===== config.mk =====
export PLATFORM = sky130hd
export DESIGN_NAME = parity_frame_rx
export DESIGN_NICKNAME = d
export VERILOG_FILES = /design/src/rtl/parity_frame_rx.sv
export SDC_FILE = /design/constraint.sdc
export NUM_CORES = 1
export LEC_CHECK = 0
export BUFFER_PORTS_ARGS = -buffer_cell sky130_fd_sc_hd__buf_2
export CAP_MARGIN = 20
export CORE_MARGIN = 10
export CORE_UTILIZATION = 55
export DETAILED_ROUTE_END_ITERATION = 10
export GPL_TIMING_DRIVEN = 0
export PLACE_DENSITY = 0.75
export SLEW_MARGIN = 20
export SYNTH_ARGS = -nofsm -noshare
export SYNTH_HDL_FRONTEND = slang
export SYNTH_SLANG_ARGS = --single-unit

===== constraint.sdc =====
create_clock -name clk -period 1.88 [get_ports clk]
set_input_delay 0.47 -clock clk [delete_from_list [all_inputs] [get_ports clk]]
set_output_delay 0.47 -clock clk [all_outputs]
set_load 0.03 [all_outputs]

===== src/rtl/parity_frame_rx.sv =====
// parity_frame_rx: serial receiver for parity-protected data words.
// Frame: start bit (0), DATA_W data bits LSB first, one parity bit, stop bit (1).
// Checks parity and framing, presents each word on a valid/ready register and
// keeps a saturating count of bad frames.
// Optional: define PARITY_RX_STICKY_ERR_EN to add the sticky_err output.

`timescale 1ns/1ps

module parity_frame_rx #(
   parameter int DATA_W     = 7,
   parameter bit ODD_PARITY = 1'b0,
   parameter int ERR_CNT_W  = 8
) (
   input  logic                 clk,
   input  logic                 reset,
   input  logic                 bit_valid,
   input  logic                 serial_in,
   input  logic                 out_ready,
   input  logic                 clr_count,
   output logic                 out_valid,
   output logic [DATA_W-1:0]    out_data,
   output logic                 out_perr,
   output logic                 out_ferr,
   output logic                 overrun,
   output logic [ERR_CNT_W-1:0] err_count,
`ifdef PARITY_RX_STICKY_ERR_EN
   output logic                 sticky_err,
`endif
   output logic                 busy
);

   localparam int CNT_W = (DATA_W > 1) ? $clog2(DATA_W) : 1;
   localparam logic [CNT_W-1:0]     LAST_BIT = CNT_W'(DATA_W - 1);
   localparam logic [ERR_CNT_W-1:0] CNT_MAX  = {ERR_CNT_W{1'b1}};

   typedef enum logic [1:0] {
      ST_IDLE = 2'd0,
      ST_DATA = 2'd1,
      ST_PAR  = 2'd2,
      ST_STOP = 2'd3
   } state_t;

   // A mismatch is a data+parity XOR that differs from the expected polarity.
   function automatic logic calc_perr(input logic [DATA_W-1:0] data, input logic p_rx);
      return (((^data) ^ p_rx) != ODD_PARITY);
   endfunction

   state_t             state_q;
   logic [CNT_W-1:0]   bit_cnt_q;
   logic [DATA_W-1:0]  shift_q;
   logic               perr_q;
   logic               ferr_q;
   logic               done_q;

   logic               out_valid_q;
   logic [DATA_W-1:0]  out_data_q;
   logic               out_perr_q;
   logic               out_ferr_q;
   logic               overrun_q;
   logic [ERR_CNT_W-1:0] err_cnt_q;
   logic [ERR_CNT_W-1:0] err_cnt_d;
   logic               frame_bad_s;

   assign frame_bad_s = done_q & (perr_q | ferr_q);

   // Frame FSM: advances one step per qualified bit, flags a finished frame in done_q.
   always_ff @(posedge clk or posedge reset) begin
      if (reset) begin
         state_q   <= ST_IDLE;
         bit_cnt_q <= '0;
         shift_q   <= '0;
         perr_q    <= 1'b0;
         ferr_q    <= 1'b0;
         done_q    <= 1'b0;
      end else begin
         done_q <= 1'b0;
         if (bit_valid) begin
            case (state_q)
               ST_IDLE: begin
                  if (!serial_in) begin
                     state_q   <= ST_DATA;
                     bit_cnt_q <= '0;
                     shift_q   <= '0;
                  end else begin
                     state_q <= ST_IDLE;
                  end
               end
               ST_DATA: begin
                  shift_q[bit_cnt_q] <= serial_in;
                  if (bit_cnt_q == LAST_BIT) begin
                     state_q <= ST_PAR;
                  end else begin
                     bit_cnt_q <= bit_cnt_q + CNT_W'(1);
                  end
               end
               ST_PAR: begin
                  perr_q  <= calc_perr(shift_q, serial_in);
                  state_q <= ST_STOP;
               end
               ST_STOP: begin
                  ferr_q  <= ~serial_in;
                  done_q  <= 1'b1;
                  state_q <= ST_IDLE;
               end
               default: begin
                  state_q <= ST_IDLE;
               end
            endcase
         end
      end
   end

   // Output word register: load on completion unless a word is stuck, else drop and flag overrun.
   always_ff @(posedge clk or posedge reset) begin
      if (reset) begin
         out_valid_q <= 1'b0;
         out_data_q  <= '0;
         out_perr_q  <= 1'b0;
         out_ferr_q  <= 1'b0;
         overrun_q   <= 1'b0;
      end else begin
         overrun_q <= 1'b0;
         if (done_q) begin
            if (out_valid_q && !out_ready) begin
               overrun_q <= 1'b1;
            end else begin
               out_valid_q <= 1'b1;
               out_data_q  <= shift_q;
               out_perr_q  <= perr_q;
               out_ferr_q  <= ferr_q;
            end
         end else if (out_valid_q && out_ready) begin
            out_valid_q <= 1'b0;
         end else begin
            out_valid_q <= out_valid_q;
         end
      end
   end

   // Error counter next state: clear beats increment, increment saturates.
   always_comb begin
      err_cnt_d = err_cnt_q;
      if (clr_count) begin
         err_cnt_d = '0;
      end else if (frame_bad_s && (err_cnt_q != CNT_MAX)) begin
         err_cnt_d = err_cnt_q + ERR_CNT_W'(1);
      end else begin
         err_cnt_d = err_cnt_q;
      end
   end

   // Error counter register.
   always_ff @(posedge clk or posedge reset) begin
      if (reset) begin
         err_cnt_q <= '0;
      end else begin
         err_cnt_q <= err_cnt_d;
      end
   end

`ifdef PARITY_RX_STICKY_ERR_EN
   logic sticky_q;

   // Sticky error flag: set by any bad frame, held until cleared; clear wins.
   always_ff @(posedge clk or posedge reset) begin
      if (reset) begin
         sticky_q <= 1'b0;
      end else if (clr_count) begin
         sticky_q <= 1'b0;
      end else if (frame_bad_s) begin
         sticky_q <= 1'b1;
      end else begin
         sticky_q <= sticky_q;
      end
   end

   assign sticky_err = sticky_q;
`endif

   assign out_valid = out_valid_q;
   assign out_data  = out_data_q;
   assign out_perr  = out_perr_q;
   assign out_ferr  = out_ferr_q;
   assign overrun   = overrun_q;
   assign err_count = err_cnt_q;
   assign busy      = (state_q != ST_IDLE);

endmodule


==> results of run 1 <==
==> how the worst max path moves through the flow <==
stage / depth (start not counted) / end / slack (ns)
3_5_place_dp: 6 / state_q[1]$_DFFE_PP0P_ / -0.02
5_1_grt: 4 / busy / -0.006
2_1_floorplan: 6 / state_q[1]$_DFFE_PP0P_ / 0.21
4_1_cts: 4 / busy / 0.06
6_report: 4 / busy / 0.09
3_3_place_gp: 6 / state_q[1]$_DFFE_PP0P_ / 0.05
==> logic make-up after synthesis <==
logic type                 Yosys count  synth area share
xor gates and xnor gates            10            0.0504
muxes                               13            0.0821
AOI/OAI and AO/OA                   40             0.156
adders and majority gates            8            0.0576
and+or+nand+nor                     49             0.133
buffers and inverters               14            0.0310
DFF                                 34             0.490
==> registers in the layout (all words and copies together) (netlist names) <==
signal and cells:
done_q 1, shift_q 7, state_q 2, ferr_q 1, overrun 1, out_perr 1
out_data 7, err_count 8, perr_q 1, out_valid 1, bit_cnt_q 3, out_ferr 1
==> cell type report <==
cell class	instances	area, sq um
clock buffers	5	37.5
well taps	44	55.1
plain buffers	4	16.3
clock inverters	3	40.0
inverters	9	33.8
multi-input cells	120	832
fillers	255	1030
flip-flops and latches	34	851
repair buffers	26	135
==> critical path, delay by kind of cell (launching register included) <==
family                     cells  cell delay, ns
adders and majority gates      1            0.24
buffers and inverters          3            0.34
DFF                            1            0.42
==> cell usage in the layout (no fill, tap or decap), types with 3 or more instances in the layout <==
cell and instances:
a21boi_1 3, a21oi_1 4, a22o_1 3, buf_2 25, clkbuf_4 5, dfrtp_1 34
ha_1 8, inv_1 8, mux2_1 3, mux2_2 7, mux2i_1 3, nand2_1 18
nand2b_1 4, nand3_1 3, nand4_1 3, nor2_1 11, nor2b_1 5, o21ai_0 6
o21ai_1 9, xnor2_1 7, xor2_1 3
==> layer usage <==
| layer | global-route usage | vias up | wire length, um |
|---|---|---|---|
| li1 | - | 656 | - |
| met1 | 0.144 | 664 | 1550 |
| met2 | 0.199 | 33 | 1750 |
| met3 | 0.0460 | 6 | 191 |
| met4 | 0.0428 | 0 | 44 |
| met5 | 0 | - | 0 |
==> where the power goes <==
part | leakage, uW | total, uW | internal [uW] | switching [uW]
clock network | 0.0000450 | 514 | 275 | 239
registers | 0.000460 | 1000 | 864 | 140
logic | 0.000492 | 888 | 350 | 537
==> metrics by stage <==
step,instance area (sq um),std cells,utilization
floorplan,1740,168,-
global placement,1910,236,0.631
detailed placement,1910,236,0.631
CTS,1990,243,0.656
global route,2000,245,0.661
finish,2000,245,0.661
==> key figures, run 1 <==
Worst setup path
  – R2R cell count: 5
  – Crit start category: register
  – Crit path max-delay cell type: dfrtp_1
  – CP most frequent cell: inv_1
  – WP data arrival: about 1.3 ns
  – Slowest stage delay, CP: between 0.4 and 0.5 ns
  – Critical-path cell list: inv_1 > ha_1 > inv_1 > buf_2
  – Max FO, Critical Path: 4
  – RR Startpoint: bit_cnt_q[0]$_DFFE_PP0P_
  – Reg-to-reg setup timing slack: 0.13 ns
  – FF-to-FF End: state_q[1]$_DFFE_PP0P_
  – Worst Path Required: 1.41 ns
  – Crit. End Element: output pin
  – Crit path kind: reg -> out
  – Setup crit start: state_q[0]$_DFFE_PP0P_

CTS
  – Max H-tree Level: 2
  – Clock latency on the worst-skew pair: around 0.34 ns
  – TritonCTS clock tree: done
  – Worst-path clk slew: ~0.11 ns
  – Post-CTS sizing: 0
  – Clk sinks: 34
  – Worst-case clock buffer depth: 2
  – # hold bufs at CTS: 0
  – Num CTS Buffers: 5
  – CTS root buf: clkbuf_4
  – Post-CTS Setup Bufs: 0

Die
  – Die width: about 76 um
  – Core area: 0.00303 sq mm
  – IO Pins: 26
  – Starting Density: 0.574
  – Cell Rows: 20
  – DIE HEIGHT: 76.2 um
  – DIE AREA: 0.00580 sq mm

Cells and area
  – Share of layout cells above drive strength 1: 0.224
  – Area Growth Syn to Fin: 15.2%
  – N_diodes: 0
  – Nets: between 200 and 250

Timing
  – Final period util: 0.953
  – Tmin final: between 1.5 and 2 ns
  – Setup WS post-layout: approximately 0.089 ns
  – Clock skew: between 0.01 and 0.015 ns
  – Relative slew margins: 0.543
  – Final Hold Violating Endpoints: 0
  – Actual slew at the worst max-slew pin: slightly below 0.7 ns
  – Setup TNS: 0 ns
  – Final Max Tran Viols: 0
  – FMAX: 558 MHz
  – Setup Viol. Count Final: 0
  – Min Hold Slack: 0.223 ns

Place
  – Routability Congestion: 0.835
  – DPL Wire Length: 2720 um
  – DP Worst Slack: -0.0152 ns
  – IO buf count: 24

Detailed routing
  – Final wirelength: around 3500 um
  – Avg WL per Cell: approximately 14 um
  – Number of nets with antenna violations after routing: 0
  – DR vias/cell: around 5.5
  – Vias: about 1,400
  – Initial DRC Count: 68
  – Initial DRT Pass Iterations: 4
  – DRC errors left: 0

Synth
  – Synth Warn #: 0
  – Post-synthesis cell area: 0.00174 sq mm
  – Cell with the most instances after synthesis: dfrtp_1
  – Register area share after synthesis: 0.490
  – Synth Instances: 168
  – Synth top area cells: dfrtp_1 49%, ha_1 5.8%, mux2_2 4.5%, nand2_1 3.9%, xnor2_1 3.5%
  – Post-synth EDFFs: 0
  – Leading area contributor after synthesis: dfrtp_1
  – Post-synth ARST share: 1.00
  – Area share of the largest cell type after synthesis: 0.490
  – Synth cell count leaders: 34 x dfrtp_1, 18 x nand2_1, 11 x nor2_1, 9 x inv_1, 9 x o21ai_1
  – Post-Syn Nets: around 180
  – Syn Area/Cell: roughly 10 sq um
  – Synth Flop Type: dfrtp_1
  – Synth Register Bits: 34
  – Distinct cells, synth: 39

Power
  – Worst VDD drop: around 0.83 mV
  – Pleak: between 0.0009 and 0.001 uW
  – Design Power: approximately 2400 uW
  – Pwr dens: around 1200 mW/mm^2

Global routing
  – Largest net degree at the start of global routing: 35
  – First-pass GRT wire length: about 6000 um
  – Antenna violations before repair: 0
  – GRT Util Overall: 0.122
  – Total grt overflow: 0
  – Vias in the first global route: roughly 1,400

Status
  – Status: finished, final reports clean

Flow run
  – Maxcap violations: 0

Hold path
  – HP Class: in -> async
No activity file was read; power rests on OpenSTA's default activity.
==> inputs of run 2 (changes only) <==
--- a/config.mk
+++ b/config.mk
@@ -9,6 +9,7 @@
 export CAP_MARGIN = 20
 export CORE_MARGIN = 10
 export CORE_UTILIZATION = 55
+export CTS_BUF_LIST = sky130_fd_sc_hd__clkbuf_8
 export DETAILED_ROUTE_END_ITERATION = 10
 export GPL_TIMING_DRIVEN = 0
 export PLACE_DENSITY = 0.75
==> constraint.sdc (replaced) <==
create_clock -name clk -period 1.9 [get_ports clk]
set_input_delay 0.475 -clock clk [delete_from_list [all_inputs] [get_ports clk]]
set_output_delay 0.475 -clock clk [all_outputs]
set_load 0.03 [all_outputs]
==> run 2 against run 1 <==
Count of clock-buffer cells in the layout is the same. Clock power grew 25%. Power grew 3.1%. Largest power group unchanged.
==> key figures, run 2 (synthesis results as in run 1) <==
Hold path
  – HP Class: in -> async

Global routing
  – GRT Util Overall: 0.123
  – Antenna violations before repair: 0
  – Total grt overflow: 0
  – Vias in the first global route: 1,336
  – Largest net degree at the start of global routing: 35
  – First-pass GRT wire length: 5930 um

Cells and area
  – Largest register FFs: 8
  – Final core occ: 0.666
  – # fillers: about 260
  – Share of layout cells above drive strength 1: 0.216
  – Most common cell after layout, fill and taps aside: dfrtp_1
  – Most frequent cells in the layout: 34 x dfrtp_1, 25 x buf_2, 18 x nand2_1
  – Area Growth Syn to Fin: 16.1%
  – Multi-input gate area: roughly 830 sq um
  – Nets: between 200 and 250
  – N_diodes: 0
  – FF+latch area: 851 sq um

Die
  – Core area: between 0.003 and 0.004 sq mm
  – DIE HEIGHT: about 76 um
  – DIE AREA: ~0.0058 sq mm
  – IO Pins: 26
  – Die width: 76.2 um
  – Cell Rows: 20
  – Starting Density: 0.574

CTS
  – Post-CTS Setup Bufs: 0
  – Clock latency on the worst-skew pair: 0.29 ns
  – Worst-path clk slew: around 0.07 ns
  – # hold bufs at CTS: 0
  – Clk sinks: 34
  – Num CTS Buffers: 5
  – Post-CTS sizing: 0
  – Worst-case clock buffer depth: 2
  – TritonCTS clock tree: done
  – Max H-tree Level: 2
  – CTS root buf: clkbuf_8

Timing
  – Setup Viol. Count Final: 0
  – Final Hold Violating Endpoints: 0
  – Clock skew: about 0.0055 ns
  – FMAX: roughly 570 MHz
  – Actual slew at the worst max-slew pin: about 0.68 ns
  – Tmin final: about 1.7 ns
  – Relative slew margins: 0.543
  – Final period util: 0.918
  – RSZ-0062 raised after global routing: false
  – Setup TNS: 0 ns
  – Final Max Tran Viols: 0

Place
  – IO buf count: 24
  – DPL Wire Length: 2720 um
  – Routability Congestion: 0.835

Detailed routing
  – Avg WL per Cell: between 10 and 15 um
  – Initial DRT Pass Iterations: 4
  – Initial DRC Count: 55
  – DRC errors left: 0
  – Vias: 1,338
  – DR vias/cell: around 5.5
  – Final wirelength: approximately 3500 um
  – Number of nets with antenna violations after routing: 0

Status
  – Status: finished, final reports clean

Worst setup path
  – Crit. End Element: register
  – Crit start category: register
  – Worst Path Required: around 2.1 ns
  – Crit path max-delay cell type: dfrtp_1
  – WP data arrival: around 1.9 ns
  – Slowest stage delay, CP: slightly below 0.6 ns
  – Bufs and invs on worst path: 1
  – Max FO, Critical Path: 13
  – Worst path top cell family by delay: flip-flops
  – Critical-path cell list: inv_1 > ha_1 > a21boi_1 > nand2b_1 > mux2_1
  – Crit path kind: reg -> reg

Power
  – Pwr dens: roughly 1200 mW/mm^2
  – Worst VDD drop: 0.578 mV
  – Pleak: between 0.0009 and 0.001 uW

Flow run
  – Maxcap violations: 0
## run 2: worst paths after layout
path / from / to / slack, ns / depth (start not counted)
hold reg to reg: out_data[2]$_DFFE_PP0P_ / out_data[2]$_DFFE_PP0P_ / 0.49 / 1
min in group clk: out_data[2]$_DFFE_PP0P_ / out_data[2]$_DFFE_PP0P_ / 0.49 / 1
hold / removal: reset / shift_q[6]$_DFFE_PP0P_ / 0.29 / 2
setup reg to reg: bit_cnt_q[0]$_DFFE_PP0P_ / state_q[1]$_DFFE_PP0P_ / 0.16 / 5
max in group asynchronous: reset / done_q$_DFF_PP0_ / 1.17 / 2
setup / recovery: bit_cnt_q[0]$_DFFE_PP0P_ / state_q[1]$_DFFE_PP0P_ / 0.16 / 5
## run 2: worst reg2reg max path, cell delays in order, from the launching register on
cell      delay [ns]
dfrtp_1         0.58
inv_1           0.09
ha_1            0.22
a21boi_1        0.23
nand2b_1        0.19
mux2_1          0.32
## run 2: routing by layer
metal  routed length, um  track usage  vias to the layer above
met2                1690        0.196                       25
met4                  60       0.0558                        0
met1                1550        0.142                      656
met5                   0            0                        -
li1                    -            -                      650
met3                 181       0.0483                        7
## run 2: metrics by stage
step	power (uW)	area (sq um)	cells	setup WS, ns	hold slack, ns
2_1_floorplan	1640	1740	168	0.226	0.486
3_3_place_gp	1810	1910	236	0.0703	0.469
3_5_place_dp	1870	1910	236	0.00485	0.478
4_1_cts	2510	2020	243	0.136	0.303
5_1_grt	2670	2020	243	0.0558	0.347
6_report	2480	2020	243	0.155	0.291
## run 2: cell type report
class | count | area share
buffer | 4 | 0.00806
clock buffer | 5 | 0.0341
clock inverter | 3 | 0.0199
inverter | 9 | 0.0167
multi-input combinational | 120 | 0.413
sequential | 34 | 0.422
tap | 44 | 0.0273
timing repair buffer | 24 | 0.0596
## run 2: power breakdown
group	switching (uW)	internal [uW]
Sequential	137	856
Clock	257	386
Combinational	519	326
Total	914	1570
